===== src/rtl/pause_responder_pkg.sv =====
// Shared definitions for the CPU pause responder.
//   pr_state_e : FSM encodings (also visible on the debug state output)
//   pr_cw      : counter width covering both the timeout and resume-delay loads
package pause_responder_pkg;

   typedef enum logic [1:0] {
      PR_RUN    = 2'd0,
      PR_DRAIN  = 2'd1,
      PR_PAUSED = 2'd2,
      PR_RESUME = 2'd3
   } pr_state_e;

   // Width needed to hold max(a,b); never narrower than 1 bit.
   function automatic int pr_cw(input int a, input int b);
      int m;
      int w;
      m = (a > b) ? a : b;
      w = $clog2(m + 1);
      return (w < 1) ? 1 : w;
   endfunction

endpackage


===== src/rtl/pause_responder_down_counter.sv =====
// Loadable down counter that saturates at zero.
//   clk_i, rst_ni : clock, async active-low reset (clears to 0)
//   load_i, val_i : load val_i this cycle (load has priority over dec)
//   dec_i         : decrement by one unless already zero
//   zero_o        : count is zero
module pause_down_counter #(
   parameter int W = 1
) (
   input  logic         clk_i,
   input  logic         rst_ni,
   input  logic         load_i,
   input  logic [W-1:0] val_i,
   input  logic         dec_i,
   output logic         zero_o
);

   logic [W-1:0] cnt_q, cnt_d;

   always_comb begin
      cnt_d = cnt_q;
      if (load_i)
         cnt_d = val_i;
      else if (dec_i && (cnt_q != '0))
         cnt_d = cnt_q - 1'b1;
   end

   always_ff @(posedge clk_i or negedge rst_ni) begin
      if (!rst_ni) cnt_q <= '0;
      else         cnt_q <= cnt_d;
   end

   assign zero_o = (cnt_q == '0);

endmodule


===== src/rtl/pause_responder.sv =====
// CPU-side pause responder: turns a raw pause level into a clean CPU halt taken
// only at a safe point (optionally vblank-aligned), with timeout fallback, an
// acknowledge, and a programmable resume delay.
//   clk_sys     : system clock
//   reset_n     : async active-low reset
//   pause_req   : pause request level
//   safe_point  : CPU at instruction boundary / bus idle this cycle
//   vblank      : vertical blank, only used when SYNC_VBLANK != 0
//   cpu_ce_in   : ungated CPU clock enable
//   cpu_ce_out  : gated CPU clock enable (combinational)
//   pause_ack   : CPU halted and held (registered)
//   forced      : current halt was entered by timeout (registered)
//   state       : FSM state for debug/OSD (registered)
module pause_responder
   import pause_responder_pkg::*;
#(
   parameter int TIMEOUT      = 4096,
   parameter int RESUME_DELAY = 4,
   parameter int SYNC_VBLANK  = 0
) (
   input  logic       clk_sys,
   input  logic       reset_n,
   input  logic       pause_req,
   input  logic       safe_point,
   input  logic       vblank,
   input  logic       cpu_ce_in,
   output logic       cpu_ce_out,
   output logic       pause_ack,
   output logic       forced,
   output logic [1:0] state
);

   localparam int CW = pr_cw(TIMEOUT, RESUME_DELAY);
   localparam logic [CW-1:0] TO_LOAD = CW'((TIMEOUT > 0) ? TIMEOUT - 1 : 0);
   localparam logic [CW-1:0] RD_LOAD = CW'((RESUME_DELAY > 0) ? RESUME_DELAY - 1 : 0);

   pr_state_e     state_q, state_d;
   logic          ack_q, ack_d;
   logic          forced_q, forced_d;
   logic          cnt_load, cnt_dec, cnt_zero;
   logic [CW-1:0] cnt_val;
   logic          safe;

   assign safe = safe_point & ((SYNC_VBLANK != 0) ? vblank : 1'b1);

   // One counter serves both the drain timeout and the resume delay; the
   // two uses never overlap because each is loaded on entry to its state.
   pause_down_counter #(.W(CW)) u_cnt (
      .clk_i  (clk_sys),
      .rst_ni (reset_n),
      .load_i (cnt_load),
      .val_i  (cnt_val),
      .dec_i  (cnt_dec),
      .zero_o (cnt_zero)
   );

   always_comb begin
      state_d    = state_q;
      ack_d      = ack_q;
      forced_d   = forced_q;
      cnt_load   = 1'b0;
      cnt_val    = TO_LOAD;
      cnt_dec    = 1'b0;
      cpu_ce_out = cpu_ce_in;
      unique case (state_q)
         PR_RUN: begin
            ack_d = 1'b0;
            if (pause_req) begin
               state_d  = PR_DRAIN;
               cnt_load = 1'b1;
               cnt_val  = TO_LOAD;
            end
         end
         PR_DRAIN: begin
            // Suppress the enable on the safe cycle itself so the CPU is
            // frozen exactly at the boundary it just reported.
            cpu_ce_out = cpu_ce_in & ~safe;
            if (!pause_req) begin
               state_d = PR_RUN;
            end else if (safe) begin
               state_d  = PR_PAUSED;
               ack_d    = 1'b1;
               forced_d = 1'b0;
            end else if ((TIMEOUT > 0) && cnt_zero) begin
               state_d  = PR_PAUSED;
               ack_d    = 1'b1;
               forced_d = 1'b1;
            end else if (TIMEOUT > 0) begin
               cnt_dec = 1'b1;
            end
         end
         PR_PAUSED: begin
            cpu_ce_out = 1'b0;
            if (!pause_req) begin
               ack_d = 1'b0;
               if (RESUME_DELAY == 0) begin
                  state_d  = PR_RUN;
                  forced_d = 1'b0;
               end else begin
                  state_d  = PR_RESUME;
                  cnt_load = 1'b1;
                  cnt_val  = RD_LOAD;
               end
            end
         end
         PR_RESUME: begin
            cpu_ce_out = 1'b0;
            // CPU has not stepped since the halt, so a re-request can go
            // straight back to PAUSED without draining again.
            if (pause_req) begin
               state_d = PR_PAUSED;
               ack_d   = 1'b1;
            end else if (cnt_zero) begin
               state_d  = PR_RUN;
               forced_d = 1'b0;
            end else begin
               cnt_dec = 1'b1;
            end
         end
         default: state_d = PR_RUN;
      endcase
   end

   always_ff @(posedge clk_sys or negedge reset_n) begin
      if (!reset_n) begin
         state_q  <= PR_RUN;
         ack_q    <= 1'b0;
         forced_q <= 1'b0;
      end else begin
         state_q  <= state_d;
         ack_q    <= ack_d;
         forced_q <= forced_d;
      end
   end

   assign pause_ack = ack_q;
   assign forced    = forced_q;
   assign state     = state_q;

endmodule


===== config.mk =====
export PLATFORM = sky130hd
export DESIGN_NAME = pause_responder
export DESIGN_NICKNAME = d
export VERILOG_FILES = /design/src/rtl/pause_responder_pkg.sv /design/src/rtl/pause_responder_down_counter.sv /design/src/rtl/pause_responder.sv
export SDC_FILE = /design/constraint.sdc
export NUM_CORES = 1
export LEC_CHECK = 0
export CORE_UTILIZATION = 59
export CTS_CLUSTER_SIZE = 20
export DETAILED_ROUTE_END_ITERATION = 10
export GPL_TIMING_DRIVEN = 0
export PLACE_DENSITY_LB_ADDON = 0.2
export SKIP_LAST_GASP = 1
export SYNTH_ARGS = -nofsm -noshare
export SYNTH_HDL_FRONTEND = slang
export SYNTH_SLANG_ARGS = --single-unit

===== constraint.sdc =====
create_clock -name clk_sys -period 4 [get_ports clk_sys]
set_input_delay 0.4 -clock clk_sys [delete_from_list [all_inputs] [get_ports clk_sys]]
set_output_delay 0.4 -clock clk_sys [all_outputs]
set_load 0.03 [all_outputs]

### After elaboration in Yosys (flattened, before gate mapping)

Cells that the tools add are included.

* register bits: 17
* bits in latches: 0
* memory bits (writable): 0
* memory bits (read-only): 0
* input bits: 6
* output and inout port bits: 5
* logic and storage cells: 61
* memories kept: 0

* add/sub/neg operators: 1
* multiply operators: 0
* divide/modulo/power cells: 0
* magnitude comparators: 0
* eq/ne operators: 12
* shift-type cells: 0
* muxes and demuxes: 32
* bitwise operators: 2
* reduce and logical (&&, ||, !) cells: 10

Operators with widths (number)
* 13-bit 2-to-1 mux: 2
* 12-bit 2-to-1 mux: 2
* 1-bit 2-to-1 mux: 15
* 2-bit 2-to-1 mux: 7
* 13-bit zero test: 1
* 13-bit nonzero test: 1
* 13-bit by 1-bit subtractor with 13-bit output (second input constant): 1
* 2-bit inequality test (second input constant): 6
* 1-bit one-hot mux with 2 select lines: 4
* 2-bit one-hot mux with 4 select lines: 1
* 4-bit AND reduction: 2
* 3-bit inequality test (second input constant): 2
* 5-bit AND reduction: 1
* 2-bit equality test (second input constant): 2
* 4-bit inequality test (second input constant): 1
* 1-bit one-hot mux with 4 select lines: 1
* 2-bit nonzero test: 2
* 2-bit by 1-bit equality test with 1-bit output (second input constant): 1
* 2-bit zero test: 1
* 2-bit OR reduction: 1
* 1-bit bitwise AND: 1
* 1-bit logical AND: 1
* 1-bit inverter: 1

### Depth between registers and ports, before layout

* depth in word-level cells: 8
* depth in mapped cells: 9
* gate-level depth less buffers: 7

### Cells and area by module

Synthesis repeated with hierarchy kept, for this count alone.

* cells, all modules: 135
* area total of the unflattened synthesis: 1181.1 um2

Modules (own cells, without submodules)
* pause_down_counter: instances 1, cells each 103, area each 898.4 um2, seq. area each 325.3 um2
* pause_responder: instances 1, cells each 32, area each 282.8 um2, seq. area each 100.1 um2

### Worst setup path before layout

No wires, ideal clock.

* kind: reg2out
* from: register state_q[0] (netlist: state[0])
* to: output cpu_ce_out
* arrival time: 1.508 ns
* required time: 3.600 ns
* slack: 2.092 ns
* stages on the path, launching flop included: 3
* path buffers: 1
* cell sequence: dfrtp_1 > clkbuf_1 > a211oi_1

* longest elaborated chain between the ends: 3
* elaborated cells between the ends (all ways): 5
* those cells by class: eq/ne: 3; mux: 1; reduce/logical: 1

RTL lines
* start: declaration: RTL line pause_responder.sv:37 `pr_state_e state_q, state_d;`
* start signal: assignment: RTL line pause_responder.sv:130 `state_q <= state_d;`
* 2-bit equality test: RTL line pause_responder.sv:65 `unique case (state_q)`
* 2-bit OR reduction (no source line)
* 1-bit one-hot mux with 2 select lines *: RTL line pause_responder.sv:65
* end: declaration: RTL line pause_responder.sv:27 `output logic cpu_ce_out,`

Every way passes the cells marked *; elsewhere a longest branch is shown, timed or not.

### Final worst setup path

Same ends and word-level chain as after synthesis.

==> run summary <==
Total Power: 0.7205 mW
Final WS setup: 1.664 ns
NetSw: 0.3189 mW
Core Area: 1708 um2
FF+latch count, synth: 17
Met1 global-route usage: 0.3299
H-tree Lvls: 1
Flop-to-flop setup slack: 1.87 ns
Switching share of power: 0.4427
Netlist area before placement: 1067 um2
Ys async rst share: 1.000
Hold_sp: pause_ack
Final Net Count: 144
I/O pin total: 11
Worst Reg2Reg Path Length in Cells: 9
DP Area: 1189 um2
Crit-path max FO: 10
Outcome: complete, no violations
Multi-input gate area: 580.6 um2
Post-route DRC violation count: 0
DR iter-0 viols: 25
Crit path arrival time: 1.94 ns
Final Hold Slack: 0.5282 ns
Initial core utilization: 0.6249
Critical Path RT: 3.60 ns
Clk pwr share: 0.129
Routed WL: 2.287 mm
FF-to-FF End: u_cnt.cnt_q[5]
Post-synth EDFFs: 0
Rows: 15
Die X: 44.53 um
Skew-Pair Late Insertion Delay: 0.29 ns
Post-route insts no fill: 160
Antenna Cells: 0
Pwr dens: 593.0 nW/um2
Drt via density: 6.038
Root Buffer Master: clkbuf_4
# placed instances: 156
Pre-CTS setup slack: 1.752 ns
CP endpoint kind: output port
Max Fclk: 428.2 MHz
Antenna violations before repair: 0
Lkg Pwr: 0.4791 nW
Fin util: 0.7114
Most used routing layer: met2
Number of max-cap violations: 0
Hold endpoint: pause_ack
Startpoint types: flop
CTS tree: built
GRT met2 Usage: 0.4235
Register Area: 425.4 um2
Combinational share of power: 0.425
Synth warn: 0
Router iterations before antenna repair: 4
Main synth FF type: dfrtp_1
Post-DP HPWL: 1.678 mm
Synthesis-to-finish area growth: 13.83%
First-pass GRT wire length: 3.719 mm
Vias in the first global route: 874
Worst path slowest cell: clkdlybuf4s50_1
Internal Pwr Total: 0.4015 mW
CTS max path bufs: 2
Crit path max-delay family: buffers and inverters
CP Class: flop to output port
Register share of total power: 0.446
Total CTS buffers: 3
Clk slew on worst S/H paths: 0.10 ns
Vias after detailed routing: 966
Gpl congestion: 0.8929
Largest incremental delay on the critical path: 0.71 ns
Final ANT Viol Nets: 0
Hold Path Class: flop to flop
PortBufs: 9
Pins over their slew limit: 0
Period minus WS final: 2.336 ns
Total negative slack: 0 ns
Die ar.: 1983 um2
Slew headroom: 0.4980
# fillers: 129
Grt ovf: 0
Clock sinks: 17
CP Cell Sequence: clkbuf_1 -> a211oi_1 -> clkdlybuf4s50_1
Post-Syn Nets: 130
Unrepaired setup endpoints after global routing: false
Post-Synthesis Cells: 122
Slew at the pin with the worst max-slew slack: 0.7506 ns
Layout cells sized above 1: 0.08889
Final period util: 0.5839
Hold Crit Depth: 2
VDD IR max: 0.3760 mV
CTS Hold Bufs: 0
Largest net degree at the start of global routing: 18
Origin of the critical flop-to-flop path: u_cnt.cnt_q[0]
WP buf/inv: 2
Overall routing resource usage: 0.2549
Final Hold Fails: 0
Routed len/inst: 14.29 um
Register area share after synthesis: 0.3986
Number of library cell types mapped by synthesis: 40
Post-CTS Setup Bufs: 0
Post-Syn Area per Cell: 8.748 um2
Die H: 44.53 um
Final instance area: 1215 um2
Clk_skew: 0.006699 ns
Final setup vio count: 0
Post_cts resized: 0
Met3 Usage GRT: 0.04898
[logic make-up after synthesis]
group                    count (synthesis)  share of synthesized area
XOR/XNOR                                 5                    0.04104
AND/OR/NAND/NOR                         47                     0.2509
adder cells (fa/ha/maj)                  2                    0.02344
AO/OA/AOI/OAI                           38                     0.2286
buffers and inverters                   13                    0.05745
flip-flops                              17                     0.3986
[cell type report]
type	count	area share
multi-input cells	92	0.4779
well taps	25	0.02575
clock buffers	4	0.02163
flip-flops and latches	17	0.3502
inverters	7	0.02163
repair buffers	9	0.07415
plain buffers	6	0.02884
[layout by cell type (no fill, tap or decap), types with 4 or more instances in the layout]
cell              n
inv_1             7
nor2_1           11
o21ai_1           4
clkdlybuf4s50_1   9
a211oi_1          4
nand3_1           6
a21oi_1          13
clkbuf_1          4
dfrtp_1          17
nand2_1           8
[worst reg2reg max path, stage by stage, from the launching register on]
cell,delay [ns]
dfrtp_1,0.42
inv_1,0.09
ha_1,0.16
nor4b_1,0.44
and3_1,0.24
buf_4,0.15
nor2_2,0.06
buf_6,0.15
a311oi_1,0.24
nor2_1,0.06
[layer usage]
layer	share of wire	wire, um
met5	0	0
met3	0.050	115
met1	0.47	1071
met4	0.013	29
met2	0.47	1070
[cell usage after synthesis (2+ instances only)]
| cell type | n | share of area |
|---|---|---|
| a21oi_1 | 13 | 0.061 |
| nand4_1 | 2 | 0.012 |
| xnor2_1 | 3 | 0.025 |
| nor3_1 | 3 | 0.014 |
| o211ai_1 | 3 | 0.021 |
| nand2_1 | 8 | 0.028 |
| ha_1 | 2 | 0.023 |
| xor2_1 | 2 | 0.016 |
| and3_1 | 2 | 0.012 |
| clkbuf_1 | 3 | 0.011 |
| o21ai_1 | 4 | 0.019 |
| nand2b_1 | 3 | 0.018 |
| nor2_1 | 11 | 0.039 |
| a311oi_1 | 3 | 0.025 |
| inv_1 | 7 | 0.025 |
| a211oi_1 | 4 | 0.028 |
| nand3_1 | 6 | 0.028 |
| o31ai_1 | 2 | 0.014 |
| dfrtp_1 | 17 | 0.40 |
| nor2b_1 | 3 | 0.018 |
| o21ai_0 | 2 | 0.0094 |
[worst max path at each step]
stage	startpoint	end	slack, ns	cells past startpoint
2_1_floorplan	state[0]	cpu_ce_out	2.09	2
4_1_cts	state[0]	cpu_ce_out	1.66	3
3_3_place_gp	safe_point	cpu_ce_out	1.79	3
6_report	state[0]	cpu_ce_out	1.66	3
5_1_grt	state[0]	cpu_ce_out	1.57	3
3_5_place_dp	safe_point	cpu_ce_out	1.75	3
[power by group through the flow]
| stage | Sequential (mW) | Combinational [mW] | Clock [mW] |
|---|---|---|---|
| CTS | 0.318 | 0.306 | 0.0957 |
| global placement | 0.318 | 0.294 | 0 |
| floorplan | 0.326 | 0.207 | 0 |
| global route | 0.332 | 0.339 | 0.102 |
| finish | 0.321 | 0.306 | 0.0928 |
| detailed placement | 0.322 | 0.304 | 0 |
[sequential cells by signal, summed over array words and instances, names as in the netlist, named ones only]
name and count:
state 1, u_cnt.cnt_q 13, forced 1, pause_ack 1
Note: power is estimated with default switching activity, not from simulation.
